**src/rtl/fir_bit_serializer_pkg.sv**
```systemverilog
// fir_pkg: shared widths and types for the FIR serial transmitter.
package fir_pkg;
    localparam int DEF_DATA_W = 16;
    localparam int DEF_DIV = 4;
    typedef logic [DEF_DATA_W-1:0] sample_t;
    typedef enum logic {IDLE, SHIFT} ser_state_t;
endpackage

```
**src/rtl/fir_bit_serializer_tick.sv**
```systemverilog
// bit_tick_gen: bit-period divider; tick marks the last clk cycle of each serial bit.
module bit_tick_gen
    import fir_pkg::*;
#(
    parameter int DIV = DEF_DIV
) (
    input  logic clk,
    input  logic rst,
    input  logic en,
    input  logic clr,
    output logic tick
);
    localparam int CW = DIV > 1 ? $clog2(DIV) : 1;
    localparam logic [CW-1:0] LAST = CW'(DIV - 1);
    logic [CW-1:0] cnt_q, cnt_d;
    always_comb begin
        tick = en && cnt_q == LAST;
        cnt_d = (clr || tick) ? '0 : en ? cnt_q + CW'(1) : cnt_q;
    end
    always_ff @(posedge clk or posedge rst) begin
        if (rst) cnt_q <= '0;
        else cnt_q <= cnt_d;
    end
endmodule

```
**src/rtl/fir_bit_serializer.sv**
```systemverilog
// fir_bit_serializer: double-buffered parallel-to-serial transmitter, MSB first, DIV clks per bit,
// frame_out marks each word's MSB.
module fir_bit_serializer
    import fir_pkg::*;
#(
    parameter int DATA_W = DEF_DATA_W,
    parameter int DIV = DEF_DIV
) (
    input  logic              clk,
    input  logic              rst,
    input  logic [DATA_W-1:0] s_data,
    input  logic              s_valid,
    output logic              s_ready,
    output logic              bit_out,
    output logic              frame_out,
    output logic              busy
);
    localparam int BW = $clog2(DATA_W);
    localparam logic [BW-1:0] TOP_BIT = BW'(DATA_W - 1);
    ser_state_t state_q, state_d;
    logic [DATA_W-1:0] hold_q, hold_d, shift_q, shift_d;
    logic [BW-1:0] bit_cnt_q, bit_cnt_d;
    logic hold_valid_q, hold_valid_d, ready_q, ready_d;
    logic bit_q, bit_d, frame_q, frame_d, busy_q, busy_d;
    logic tick, accept, word_end, load;

    bit_tick_gen #(.DIV(DIV)) u_tick (
        .clk  (clk),
        .rst  (rst),
        .en   (state_q == SHIFT),
        .clr  (state_q == IDLE),
        .tick (tick)
    );

    // ready is its own register so it stays low through reset and rises one edge after release
    always_comb begin
        accept = s_valid && ready_q;
        word_end = tick && bit_cnt_q == '0;
        load = hold_valid_q && (state_q == IDLE || word_end);
        hold_d = accept ? s_data : hold_q;
        hold_valid_d = accept || (hold_valid_q && !load);
        ready_d = !hold_valid_d;
        state_d = load ? SHIFT : word_end ? IDLE : state_q;
        shift_d = load ? hold_q : tick ? shift_q << 1 : shift_q;
        bit_cnt_d = load ? TOP_BIT : (tick && !word_end) ? bit_cnt_q - BW'(1) : bit_cnt_q;
        bit_d = load ? hold_q[DATA_W-1] : word_end ? 1'b0 : tick ? shift_q[DATA_W-2] : bit_q;
        frame_d = load ? 1'b1 : tick ? 1'b0 : frame_q;
        busy_d = state_d == SHIFT;
    end

    always_ff @(posedge clk or posedge rst) begin
        if (rst) begin
            state_q <= IDLE;
            hold_q <= '0;
            hold_valid_q <= 1'b0;
            ready_q <= 1'b0;
            shift_q <= '0;
            bit_cnt_q <= '0;
            bit_q <= 1'b0;
            frame_q <= 1'b0;
            busy_q <= 1'b0;
        end else begin
            state_q <= state_d;
            hold_q <= hold_d;
            hold_valid_q <= hold_valid_d;
            ready_q <= ready_d;
            shift_q <= shift_d;
            bit_cnt_q <= bit_cnt_d;
            bit_q <= bit_d;
            frame_q <= frame_d;
            busy_q <= busy_d;
        end
    end

    assign s_ready = ready_q;
    assign bit_out = bit_q;
    assign frame_out = frame_q;
    assign busy = busy_q;
endmodule

```
**config.mk**
```make
export PLATFORM = sky130hd
export DESIGN_NAME = fir_bit_serializer
export DESIGN_NICKNAME = d
export VERILOG_FILES = /design/src/rtl/fir_bit_serializer_pkg.sv /design/src/rtl/fir_bit_serializer_tick.sv /design/src/rtl/fir_bit_serializer.sv
export SDC_FILE = /design/constraint.sdc
export NUM_CORES = 1
export LEC_CHECK = 0
export ABC_AREA = 0
export BUFFER_PORTS_ARGS = -buffer_cell sky130_fd_sc_hd__buf_2
export CAP_MARGIN = 30
export CORE_MARGIN = 2
export CORE_UTILIZATION = 58
export DETAILED_ROUTE_END_ITERATION = 8
export PLACE_DENSITY = 0.8
export SYNTH_ARGS = -nofsm -noshare
export SYNTH_HDL_FRONTEND = slang
export SYNTH_SLANG_ARGS = --single-unit
export TNS_END_PERCENT = 30
```
**constraint.sdc**
```tcl
create_clock -name clk -period 3.2 [get_ports clk]
set_input_delay 0.16 -clock clk [delete_from_list [all_inputs] [get_ports clk]]
set_output_delay 0.16 -clock clk [all_outputs]
set_load 0.005 [all_outputs]
```
# Yosys cells after proc, flatten, opt, wreduce, memory -nomap -nowiden

Cells that the tools add are included.

Latch bits: 0
Memory bits (read-only): 0
Output and inout port bits: 4
Flip-flop bits (word level): 42
Memories kept: 0
Bits in writable memories: 0

Bitwise operators: 1
Div/mod/pow operators: 0
Multiply operators: 0
Reductions and logical operators: 18
Shift-type cells: 0
Multiplexer cells: 13
Eq/ne operators: 1
$add $sub $neg: 2
Magnitude comparators: 0

Operators by type and width:

| kind                                                                | count |
|---|---|
| 15-bit 2-to-1 mux                                                   | 2 |
| 4-bit 2-to-1 mux                                                    | 2 |
| 2-bit nonzero test                                                  | 4 |
| 1-bit 2-to-1 mux                                                    | 7 |
| 1-bit logical AND                                                   | 6 |
| 4-bit logical NOT                                                   | 1 |
| 2-bit 2-to-1 mux                                                    | 2 |
| 4-bit by 1-bit subtractor with 4-bit output (second input constant) | 1 |
| 1-bit logical NOT                                                   | 3 |
| 1-bit logical OR                                                    | 3 |
| 3-bit nonzero test                                                  | 1 |
| 2-bit by 1-bit adder with 2-bit output (second input constant)      | 1 |
| 2-bit == test (second input constant)                               | 1 |
| 1-bit inverter                                                      | 1 |

# Longest topological paths before layout

Gate-level depths: netlist of the first run.

Depth after elaboration: 9
Depth in mapped cells: 6
Depth with buffers taken out: 5

# By module

From an unflattened synthesis of the first run, not the netlist that was laid out.

Cells, all modules: 136
Area total of the unflattened synthesis: 1956.9 um^2

Modules (own cells, without submodules):

| module             | instances | area an instance (um^2) | cells each | seq. area each (um^2) |
|---|---|---|---|---|
| fir_bit_serializer | 1         | 1841.8                  | 125        | 1001.0 |
| bit_tick_gen       | 1         | 115.1                   | 11         | 50.0 |

# Worst setup path before layout of the first run

Ideal clock, no wire load.

Path type: register -> register
Start: reg bit_cnt_q[0]
End: reg shift_q[10]
Cell stages (with the launch flop): 7
Setup time: 0.126 ns
Slack: 1.616 ns
Required time: 3.074 ns
Data arrival time: 1.458 ns
Path through: dfrtp_1 -> inv_1 -> ha_1 -> nor3b_4 -> a21oi_2 -> buf_6 -> a221o_1

Word-level cells in the longest chain between the ends: 5

Ends and longest elaborated chain:

| item                                                    | line                     | source |
|---|---|---|
| start, declared                                         | fir_bit_serializer.sv:22 | `logic [BW-1:0] bit_cnt_q, bit_cnt_d;` |
| start signal, assigned                                  | fir_bit_serializer.sv:68 | `bit_cnt_q <= bit_cnt_d;` |
| 4-bit logical NOT (*)                                   | fir_bit_serializer.sv:38 | `word_end = tick && bit_cnt_q == '0;` |
| 1-bit logical AND (*)                                   | fir_bit_serializer.sv:38 |  |
| 1-bit logical OR (*)                                    | fir_bit_serializer.sv:39 | `load = hold_valid_q && (state_q == IDLE \|\| word_end);` |
| 1-bit logical AND (*)                                   | fir_bit_serializer.sv:39 |  |
| 15-bit 2-to-1 mux or 2-bit nonzero test (tied branches) | --                       |  |
| end signal, assigned                                    | fir_bit_serializer.sv:67 | `shift_q <= shift_d;` |
| end, declared                                           | fir_bit_serializer.sv:21 | `logic [DATA_W-1:0] hold_q, hold_d, shift_q, shift_d;` |

Every way passes the cells marked *; elsewhere a longest branch is shown, timed or not.
A chain may end at the register's enable or synchronous reset.

# Final worst setup path of the first run

Start: reg bit_cnt_q[0]
End: reg shift_q[14]

Same word-level chain as after synthesis.

==> flow_summary.yaml, run 1 <==
global_route:
  grt_max_degree: 23
  grt_pass1_vias: 1128
  grt_pass1_wl_um: 5220
  antenna_found_initial: 0
  grt_overflow_total: 0
  grt_usage: 0.212
pwr:
  leakagePower_nw: 0.962
  ir_drop_mv: 0.447
  power_uw: 993
  powerDensity_nw_per_um2: 508
logic_synthesis:
  synth_area_um2: 1760
  netlist_instances: 129
  async_flop_share: 1.00
  syn_area_per_cell_um2: 13.6
  synth_seq_cells: 42
  synth_nets: 150
  ys_seq_area_frac: 0.597
  synth_ff_type: "dfrtp_1"
  synth_edf_count: 0
  yosysWarnings: 0
  synth_cell_types: 28
die:
  fp.dieW_um: 59.1
  rows: 19
  dieArea_um2: 3490
  start_util: 0.622
  die_h_um: 59.1
  ioPinCount: 23
  coreArea_um2: 2830
cells_and_area:
  antenna_cells: 0
  drive_gt1_frac: 0.312
  nets: 178
  multi_input_area_um2: 659
  seq_area_um2: 1050
  fill_cells: 209
  syn_to_final_growth_pct: 10.9
clock_network:
  post_cts_resized: 0
  insertion_delay_ns: 0.35
  htreeDepth: 2
  root_buffer: "clkbuf_4"
  cts_buffers: 5
  path_clk_slew_ns: 0.12
  clockBufferDepth: 2
  cts_tree: "yes"
  clock-sinks: 42
timing:
  fin_setup_tns_ns: 0
  fmax_mhz: 561
  fin_skew_ns: 0.0149
  maxSlewViolCount: 0
  worst_slew_margin_rel: 0.484
  hold_viol: 0
  rsz0062_at_grt: "no"
  min_period_ns: 1.78
  worst_pin_slew_ns: 0.772
  setup_viol: 0
  period_share: 0.557
route:
  ant_nets: 0
  drcViolationCount: 0
  drt_pre_antenna_iters: 4
  routed_wl_um: 3070
  num_vias: 1146
  wl_per_cell_um: 16.3
  dr.first_iter.drc_count: 55
  viasPerCell: 6.10
worst_setup_path:
  critical_path.endpoint_type: "flop"
  cp_data_arrival_time_ns: 2.01
  crit_type: "flop to flop"
  cp.required_ns: 3.43
  cp_max_fo: 14
  crit_path_start_kind: "flop"
hold_path:
  min_path_type: "input pin to flop"
placement:
  gp_congestion: 0.801
  place_hpwl_um: 2130
  port_buffers: 22
run_status:
  run_status: "finished, final reports clean"
flow_run:
  drv_cap: 0
[power by group]
group | switching, mW | total, mW | internal (mW)
sequential | 0.0434 | 0.650 | 0.606
combinational | 0.0360 | 0.103 | 0.0666
clock | 0.157 | 0.240 | 0.0830
[metal layers]
layer	global-route usage	part of all wire
met1	0.272	0.45
met2	0.317	0.48
met3	0.0786	0.054
met4	0.104	0.020
met5	0	0
[cells in the final DEF (no fill, tap or decap), drive strengths merged, types with 2 or more instances in the layout]
master / instances
a21oi: 3
a221o: 15
and2: 14
buf: 24
clkbuf: 7
dfrtp: 42
ha: 2
inv: 6
mux2: 16
nand2: 6
nand3: 2
nor3b: 2
o21ai: 5
or3: 2
[repair_timing]
action                     CTS  global route
hold endpoints to repair    20             0
setup endpoints to repair    0             0
hold buffers                 1             0
setup buffers                0             0
[final cells by class]
class | count | area share
clock buffers | 7 | 0.0231
inverters | 6 | 0.0115
multi-input cells | 77 | 0.338
flip-flops and latches | 42 | 0.538
well taps | 31 | 0.0199
repair buffers | 25 | 0.0692
[cells in the mapped netlist (all sizes together) (2+ instances only)]
| cell | count | area [um^2] |
|---|---|---|
| inv | 6 | 22.5 |
| nand2 | 6 | 22.5 |
| a21oi | 3 | 18.8 |
| nand3 | 2 | 10.0 |
| o21ai | 5 | 25.0 |
| mux2 | 16 | 180 |
| a221o | 15 | 150 |
| ha | 2 | 25.0 |
| or3 | 2 | 12.5 |
| buf | 3 | 23.8 |
| and2 | 14 | 87.6 |
| dfrtp | 42 | 1050 |
| nor3b | 2 | 26.3 |
[worst max-delay path, stage by stage, from the launching register on]
cell	delay (ns)
dfrtp_1	0.42
inv_1	0.06
ha_1	0.20
nor3b_4	0.33
a21oi_2	0.24
a221o_1	0.41
[final timing paths]
kind	startpoint	to	slack [ns]	cells after the start
max reg2reg	bit_cnt_q[0]	shift_q[14]	1.42	5
min in group asynchronous	rst	frame_out	0.48	3
max	bit_cnt_q[0]	shift_q[14]	1.42	5
min reg2reg	u_tick.cnt_q[0]	u_tick.cnt_q[0]	0.44	1
min	s_data[3]	hold_q[3]	0.03	2
max in group asynchronous	rst	shift_q[8]	1.94	4
[metrics by stage]
step | hold slack, ns | instances | instance area, um^2 | setup WS (ns) | utilization
2_1_floorplan | 0.311 | 129 | 1760 | 1.62 | -
3_3_place_gp | 0.324 | 179 | 1890 | 1.36 | 0.668
3_5_place_dp | 0.333 | 180 | 1900 | 1.44 | 0.671
4_1_cts | 0.0191 | 188 | 1950 | 1.42 | 0.690
5_1_grt | 0.0147 | 188 | 1950 | 1.32 | 0.690
6_report | 0.0277 | 188 | 1950 | 1.42 | 0.690
[sequential cells by signal (all words and copies together), names as in the netlist]
register and cells:
s_ready 1, frame_out 1, hold_valid_q 1, hold_q 16, bit_out 1, u_tick.cnt_q 2, bit_cnt_q 4, state_q 1
shift_q 15
[logic make-up (layout without fill, tap and decap cells)]
logic type,count (synthesis),count (layout),synth area share
DFF,42,42,0.597
and+or+nand+nor,30,30,0.117
AOI/OAI and AO/OA,28,28,0.135
muxes,17,17,0.108
buffers and inverters,10,38,0.0284
adders and majority gates,2,2,0.0142
No activity file was read; power rests on OpenSTA's default activity.
==> run 2, diff against run 1 <==
Settings changed: CORE_UTILIZATION 58 to 56, PLACE_DENSITY 0.8 to 0.78.
Clock period 3.2 ns to 1.9 ns, I/O delays scaled along.
==> run 2 against run 1 <==
Against the previous run: clock-buffer cell count unchanged; maximum frequency up 1.9%; die area up 3.3%; sequential power up 68%; critical path depth unchanged; global-route usage up 0.16 points; first-iteration DRC count up 33%; sequential share of layout area down 4.8 points; via count up 5.6%; critical endpoint is now shift_q[4]; cell count up 16%; clock skew down 0.011 ns.
==> flow_summary.yaml, run 2 (synthesis results as in run 1) <==
hold_path:
  min_path_type: "input pin to flop"
timing:
  hold_viol: 0
  final.setup.worst_slack_ns: 0.151
  period_share: 0.921
  rsz0062_at_grt: "no"
  maxSlewViolCount: 0
  fin_skew_ns: 0.00393
  fmax_mhz: 572
  fin_setup_tns_ns: 0
  worst_slew_margin_rel: 0.570
  setup_viol: 0
  worst_pin_slew_ns: 0.645
  min_period_ns: 1.75
clock_network:
  path_clk_slew_ns: 0.11
  cts_tree: "yes"
  cts_buffers: 5
  clockBufferDepth: 2
  insertion_delay_ns: 0.35
  htreeDepth: 2
  clock-sinks: 42
  root_buffer: "clkbuf_4"
route:
  num_vias: 1210
  wl_per_cell_um: 14.7
  drt_pre_antenna_iters: 4
  dr.first_iter.drc_count: 73
  ant_nets: 0
  viasPerCell: 5.53
  drcViolationCount: 0
  routed_wl_um: 3210
cells_and_area:
  seq_area_um2: 1050
  final_common_cell: "dfrtp_1"
  largest_reg_flops: 16
  syn_to_final_growth_pct: 21.7
  regMostFlops: "hold_q"
  mostFrequentLayoutCells: "dfrtp_1 (42), buf_2 (22), dlygate4sd3_1 (17)"
  fill_cells: 215
  fin_cells: 219
  reg_top3: "hold_q: 16 flops, shift_q: 15 flops, bit_cnt_q: 4 flops"
  multi_input_area_um2: 659
  finish.utilization: 0.708
  antenna_cells: 0
  nets: 196
  drive_gt1_frac: 0.291
  final_cell_area_um2: 2140
die:
  start_util: 0.581
  dieArea_um2: 3610
  die_h_um: 60.1
  ioPinCount: 23
  coreArea_um2: 3030
  fp.dieW_um: 60.1
  rows: 20
pwr:
  leakagePower_nw: 1.04
  powerDensity_nw_per_um2: 792
  ir_drop_mv: 0.545
placement:
  place_hpwl_um: 1950
  port_buffers: 22
  gp_congestion: 0.847
  placed_cells: 195
  pre_cts_ws_ns: 0.165
  place_area_um2: 1930
worst_setup_path:
  cpMaxStageDelayCell: "dfrtp_1"
  crit_path_end: "shift_q[4]"
  cp.required_ns: 2.14
  critical-path-max-stage-delay_ns: 0.42
  crit_type: "flop to flop"
  path_delay_family: "compound AO/OA/AOI/OAI gates"
  cp_cell_sequence: "inv_1 -> ha_1 -> nor3b_4 -> a21oi_2 -> a221o_1"
  reg2regPathDepth: 5
  r2r_start: "bit_cnt_q[0]"
  cp_max_fo: 14
  cp.depth: 5
  crit_start: "bit_cnt_q[0]"
  crit_path_start_kind: "flop"
  r2r_end: "shift_q[4]"
  path_buf_inv: 1
  critical_path.endpoint_type: "flop"
  cp_data_arrival_time_ns: 1.99
  r2r_slack_ns: 0.15
global_route:
  antenna_found_initial: 0
  grt_usage: 0.213
  grt_overflow_total: 0
  grt_pass1_wl_um: 5550
  grt_pass1_vias: 1238
  grt_max_degree: 43
flow_run:
  drv_cap: 0
run_status:
  run_status: "finished, final reports clean"
## run 2: changes by cell type in the layout (fill, tap and decap cells not counted)
| cell | change |
|---|---|
| buf_4 | +2 |
| dlygate4sd3_1 | +16 |
## run 2: final cells by class
class,count,area share
multi-input combinational,77,0.308
clock buffer,7,0.0210
inverter,6,0.0105
timing repair buffer,43,0.145
sequential,42,0.490
tap,44,0.0257
## run 2: how the worst min path moves through the flow
stage / from / endpoint / slack, ns / cells past startpoint
3_5_place_dp: rst / u_tick.cnt_q[0] / 0.25 / 3
2_1_floorplan: s_data[0] / hold_q[0] / 0.25 / 1
4_1_cts: s_valid / s_ready / 0.23 / 4
5_1_grt: s_valid / s_ready / 0.25 / 4
3_3_place_gp: rst / frame_out / 0.24 / 3
6_report: s_valid / s_ready / 0.25 / 4
## run 2: timing repair
item	4_1_cts	5_1_grt
setup buffers	0	0
hold buffers	17	0
gates resized for setup	0	0
endpoints found under the hold margin	58	0
## run 2: report_power, final
part / internal [mW] / switching (mW) / leakage, nW / total (mW)
Sequential: 1.02 / 0.0700 / 0.531 / 1.09
Clock: 0.140 / 0.265 / 0.0254 / 0.405
Combinational: 0.135 / 0.0665 / 0.481 / 0.201
Total: 1.30 / 0.401 / 1.04 / 1.70
## run 2: worst reg2reg max path: stages, from the launching register on
cell	delay [ns]
dfrtp_1	0.42
inv_1	0.07
ha_1	0.21
nor3b_4	0.31
a21oi_2	0.23
a221o_1	0.40
## run 2: routing by layer
metal	global-route usage	wire, um	vias up
met3	0.0649	89	6
met5	0	0	-
met4	0.0762	46	0
met2	0.357	1610	19
li1	-	-	570
met1	0.260	1470	615
## run 2: metrics by stage
| step | total power [mW] | hold slack [ns] |
|---|---|---|
| 4_1_cts | 1.71 | 0.233 |
| 3_3_place_gp | 1.27 | 0.242 |
| 2_1_floorplan | 1.22 | 0.246 |
| 5_1_grt | 1.80 | 0.254 |
| 3_5_place_dp | 1.29 | 0.253 |
| 6_report | 1.70 | 0.245 |
